### config.mk
export PLATFORM = sky130hd
export DESIGN_NAME = arbi_requester
export DESIGN_NICKNAME = d
export VERILOG_FILES = /design/src/rtl/arbi_requester.sv
export SDC_FILE = /design/constraint.sdc
export NUM_CORES = 1
export LEC_CHECK = 0
export ABC_AREA = 1
export CORE_UTILIZATION = 32
export CTS_CLUSTER_SIZE = 12
export DETAILED_ROUTE_END_ITERATION = 7
export PLACE_DENSITY_LB_ADDON = 0.12
export SLEW_MARGIN = 5
export SYNTH_ARGS = -nofsm -noshare
export SYNTH_HDL_FRONTEND = slang
export SYNTH_SLANG_ARGS = --single-unit
### constraint.sdc
create_clock -name clk -period 2.63 [get_ports clk]
set_input_delay 0.526 -clock clk [delete_from_list [all_inputs] [get_ports clk]]
set_output_delay 0.526 -clock clk [all_outputs]
set_load 0.02 [all_outputs]
### src/rtl/arbi_requester.sv
// Arbiter-side requester: queues words in a small FIFO and presents the head word
// with a registered req until the arbiter grants it; flags overflow and starvation.
module arbi_requester #(
  parameter int DATA_WIDTH = 32,
  parameter int DEPTH      = 4,
  parameter int MAX_WAIT   = 8
) (
  input  logic                       clk,
  input  logic                       rst_in,
  input  logic                       wr_en,
  input  logic [DATA_WIDTH-1:0]      wr_data,
  output logic                       full,
  output logic [$clog2(DEPTH):0]     count,
  output logic                       req,
  output logic [DATA_WIDTH-1:0]      data_out,
  input  logic                       grant,
  output logic                       overflow,
  output logic                       starve
);

  localparam int AW = $clog2(DEPTH);
  localparam int CW = AW + 1;
  localparam int WW = $clog2(MAX_WAIT + 1);

  typedef enum logic [0:0] {IDLE = 1'b0, REQ = 1'b1} state_t;

  state_t                  state, state_next;
  logic [DATA_WIDTH-1:0]   mem [DEPTH];
  logic [AW-1:0]           rd_ptr, wr_ptr, rd_ptr_next, wr_ptr_next;
  logic [CW-1:0]           count_next;
  logic [WW-1:0]           wait_cnt, wait_next;
  logic [DATA_WIDTH-1:0]   data_next;
  logic                    push, pop, drop;

  assign req = (state == REQ);

  // Transfer decode, occupancy/pointer update and FSM next state
  always_comb begin
    pop         = 1'b0;
    push        = 1'b0;
    drop        = 1'b0;
    count_next  = count;
    rd_ptr_next = rd_ptr;
    wr_ptr_next = wr_ptr;
    state_next  = state;

    pop  = req & grant;
    push = wr_en & (~full | pop);
    drop = wr_en & full & ~pop;
    count_next = count + CW'(push) - CW'(pop);
    if (pop) begin
      rd_ptr_next = rd_ptr + AW'(1);
    end else begin
      rd_ptr_next = rd_ptr;
    end
    if (push) begin
      wr_ptr_next = wr_ptr + AW'(1);
    end else begin
      wr_ptr_next = wr_ptr;
    end

    case (state)
      IDLE: begin
        if (push) begin
          state_next = REQ;
        end else begin
          state_next = IDLE;
        end
      end
      REQ: begin
        if (pop && !push && (count == CW'(1))) begin
          state_next = IDLE;
        end else begin
          state_next = REQ;
        end
      end
      default: state_next = IDLE;
    endcase
  end

  // Next head word; a push into an empty (or just-emptied) queue bypasses the array
  always_comb begin
    data_next = {DATA_WIDTH{1'b0}};
    if (count_next == CW'(0)) begin
      data_next = {DATA_WIDTH{1'b0}};
    end else if (push && ((count == CW'(0)) || ((count == CW'(1)) && pop))) begin
      data_next = wr_data;
    end else begin
      data_next = mem[rd_ptr_next];
    end
  end

  // Starvation counter: counts ungranted request cycles, saturating
  always_comb begin
    wait_next = wait_cnt;
    if ((state == IDLE) || pop) begin
      wait_next = {WW{1'b0}};
    end else if (!grant && (wait_cnt < WW'(MAX_WAIT))) begin
      wait_next = wait_cnt + WW'(1);
    end else begin
      wait_next = wait_cnt;
    end
  end

  // Control and status registers
  always_ff @(posedge clk or negedge rst_in) begin
    if (!rst_in) begin
      state    <= IDLE;
      rd_ptr   <= {AW{1'b0}};
      wr_ptr   <= {AW{1'b0}};
      count    <= {CW{1'b0}};
      full     <= 1'b0;
      data_out <= {DATA_WIDTH{1'b0}};
      overflow <= 1'b0;
      wait_cnt <= {WW{1'b0}};
      starve   <= 1'b0;
    end else begin
      state    <= state_next;
      rd_ptr   <= rd_ptr_next;
      wr_ptr   <= wr_ptr_next;
      count    <= count_next;
      full     <= (count_next == CW'(DEPTH));
      data_out <= data_next;
      overflow <= overflow | drop;
      wait_cnt <= wait_next;
      starve   <= (wait_next == WW'(MAX_WAIT));
    end
  end

  // Storage array; contents are don't-care while unoccupied
  always_ff @(posedge clk) begin
    if (push) begin
      mem[wr_ptr] <= wr_data;
    end
  end

endmodule

==> key figures <==
Finish
  • Area taken by multi-input logic gates: between 1500 and 2000 um^2
  • Final Cell Area: 9020 um^2
  • Fillers: 1,975
  • Layout cell share with drive strength beyond 1: 0.1176
  • Ant. Diodes: 0
  • Commonest non-fill, non-tap cell in the layout: nand3_1
  • Layout net count: 721
  • Most frequent cells in the layout: 131 x nand3_1, 128 x edfxtp_1, 109 x nand2_1, 72 x clkdlybuf4s50_1, 47 x dfrtp_1
  • Reg area: 5020 um^2
  • Final Core Density: 0.4237
  • Final cell count without fillers: 964
  • Area grow syn2layout: 28.27%

Routing
  • DRC viols: 0
  • DR pass1 iterations: 4
  • Starting DRC count in detailed routing: 257
  • Total Wirelength: 16.83 mm
  • Vias/cell: 4.833
  • Vias: 4,659
  • Remaining antenna violation count: 0
  • Wire length per cell: 17.46 um

Yosys
  • Ys Warns: 0
  • Yosys reg bits: 175
  • Post-Syn Area per Cell: 12.06 um^2
  • Sequential fraction of the synthesis area: 0.7139
  • Mapped cell area: around 7000 um^2
  • Main area contributors after synthesis: edfxtp_1 55%, dfrtp_1 17%, nand3_1 9.3%
  • Synth top area share: 0.5466
  • Post-synth cell types: 27
  • Cells after Synth: 583
  • Cell taking the most area after synthesis: edfxtp_1
  • Syn_nets: 628

Global route
  • Antenna violations before repair: 0
  • Global Route Usage Sum: 0.1574
  • Largest net degree at the start of global routing: 64
  • Total gr overflow: 0
  • Vias in the first global route: 4,569
  • First-pass GRT wire length: 25.81 mm

Setup path
  • WS Path Type: input pin to flop
  • WP buf/inv: 3
  • Worst r2r src: req$_DFF_PN0_
  • CP startpoint kind: input pin
  • CP endpoint kind: flop
  • Max stage delay cell, worst path: clkdlybuf4s50_1
  • CP arrival: 2.79 ns
  • CP peak stage delay: 0.48 ns
  • Critical-path cell list: clkdlybuf4s50_1, nand2_1, ha_1, inv_1, ha_1, fa_1, nor2_2, nand3_4, buf_12, o21ai_1, a21oi_1
  • Most used cell, CP: ha_1
  • Reg2reg setup slack: 0.17 ns
  • WP data required: 2.92 ns
  • CP delay by family, top: adder cells
  • RR Endpoint: data_out[20]$_DFF_PN0_
  • FF-to-FF path depth: 12
  • Crit-path max FO: 7

STA
  • Least-Margin Pin Slew: 0.6629 ns
  • Final setup violation count: 0
  • Slew Viols, Final: 0
  • Final worst setup slack: 0.1335 ns
  • Fin. Hold Viols: 0
  • Rel. slew slack: 0.5581
  • FMAX: approximately 0.4 GHz
  • Minimum clock period: roughly 2.5 ns
  • Period utilisation layout: 0.9492
  • Final setup skew: 0.009777 ns

Run status
  • Status: complete, no violations

Clocking
  • CTS Hold Bufs: 0
  • Post-CTS Repair Setup Buffers: 0
  • Cts bufs inserted: 17
  • Worst-path clk slew: 0.06 ns
  • Clock Tree Root: clkbuf_16
  • CTS tree: built
  • Sink Count: 175
  • # H-tree levels: 4
  • Clk buf depth: 2
  • Worst skew pair latency: 0.43 ns

Place
  • GP Congestion: around 0.75
  • Post-DP HPWL: between 9 and 10 mm
  • I/O Buffers: 74
  • Placed Cells incl. Taps: 930
  • Post-place instance area: 8285 um^2
  • DP Worst Slack: -0.4409 ns

Die
  • Core footprint: approximately 21,000 um^2
  • Io pins: 75
  • DIE WIDTH: 150.2 um
  • Total die area: 22,570 um^2
  • Die Ht: about 150 um
  • Site row count: 53
  • Initial Utilization: 0.3303

Power
  • Leakage: 3.534 nW
  • Pwr Total: around 11 mW
  • Power density over cell area: 1246 nW/um^2
  • Maximum vdd ir drop: 0.4270 mV

Flow run
  • Max_cap viols: 0

Hold path
  • Type of the worst min-delay path: input pin to asynchronous set/reset pin
## logic make-up after synthesis
group	after synthesis	share of synthesized area
fa+ha+maj	9	0.01708
buf+inv	63	0.04466
simple gates	265	0.1714
compound gates	69	0.05053
xor+xnor	2	0.002492
flops	175	0.7139
## cells in the mapped netlist, drive strengths merged
| cell | n |
|---|---|
| inv | 27 |
| a31o | 1 |
| a41oi | 1 |
| clkbuf | 8 |
| xor2 | 2 |
| nand3 | 133 |
| edfxtp | 128 |
| o21ai | 33 |
| ha | 8 |
| buf | 28 |
| nor3 | 1 |
| fa | 1 |
| nand3b | 3 |
| nand4 | 4 |
| nand2 | 112 |
| a21boi | 1 |
| dfrtp | 47 |
| a21oi | 33 |
| nor2 | 12 |
## per-layer routing
| layer | up-vias | part of all wire | GRT usage | wire length [um] |
|---|---|---|---|---|
| li1 | 2254 | - | - | - |
| met1 | 2308 | 0.45 | 0.2031 | 7598 |
| met2 | 76 | 0.50 | 0.2593 | 8421 |
| met3 | 21 | 0.034 | 0.03576 | 570 |
| met4 | 0 | 0.014 | 0.05606 | 238 |
| met5 | - | 0 | 0 | 0 |
## registers in the layout, indices dropped and copies added, names as in the netlist
register,flops
full,1
req,1
mem,128
count,3
starve,1
rd_ptr,2
wait_cnt,4
data_out,32
overflow,1
wr_ptr,2
## worst reg2reg max path, cell delays in order, from the launching register on
cell	delay (ns)
dfrtp_1	0.39
nand2_2	0.10
buf_4	0.11
inv_1	0.04
ha_1	0.27
inv_1	0.04
ha_1	0.18
fa_1	0.48
nor2_2	0.17
nand3_4	0.19
buf_12	0.20
o21ai_1	0.09
a21oi_1	0.06
## repair_timing
item | 4_1_cts | 5_1_grt
gates resized for setup | 1 | 9
setup endpoints to repair | 1 | 32
pin swaps | 0 | 3
gates cloned | 0 | 2
## worst max path at each step
stage | slack, ns | cells after the start | endpoint | start
finish | 0.13 | 11 | data_out[20]$_DFF_PN0_ | wr_en
global route | -0.007 | 13 | data_out[14]$_DFF_PN0_ | wr_en
CTS | 0.03 | 13 | data_out[19]$_DFF_PN0_ | grant
detailed placement | -0.44 | 13 | data_out[27]$_DFF_PN0_ | grant
global placement | -0.41 | 13 | data_out[27]$_DFF_PN0_ | grant
floorplan | -0.10 | 4 | mem[0][0]$_DFFE_PP_ | req$_DFF_PN0_
## power by group
part / internal, mW / switching [mW]
registers: 3.75 / 0.242
logic: 1.83 / 2.71
clock network: 1.69 / 1.02
total: 7.27 / 3.97
## area by class of cell
class	instances	share of cell area
flip-flops and latches	175	0.5565
multi-input cells	345	0.1946
repair buffers	110	0.1282
clock buffers	23	0.05410
well taps	275	0.03815
clock inverters	9	0.01720
inverters	27	0.01124
## per-stage QoR
step,TNS (ns),hold slack [ns]
3_3_place_gp,-11.58,0.4568
5_1_grt,-0.006730,0.1641
4_1_cts,0,0.1630
2_1_floorplan,-13.20,0.2304
6_report,0,0.1321
3_5_place_dp,-12.48,0.4622
Note: power is estimated with default switching activity, not from simulation.
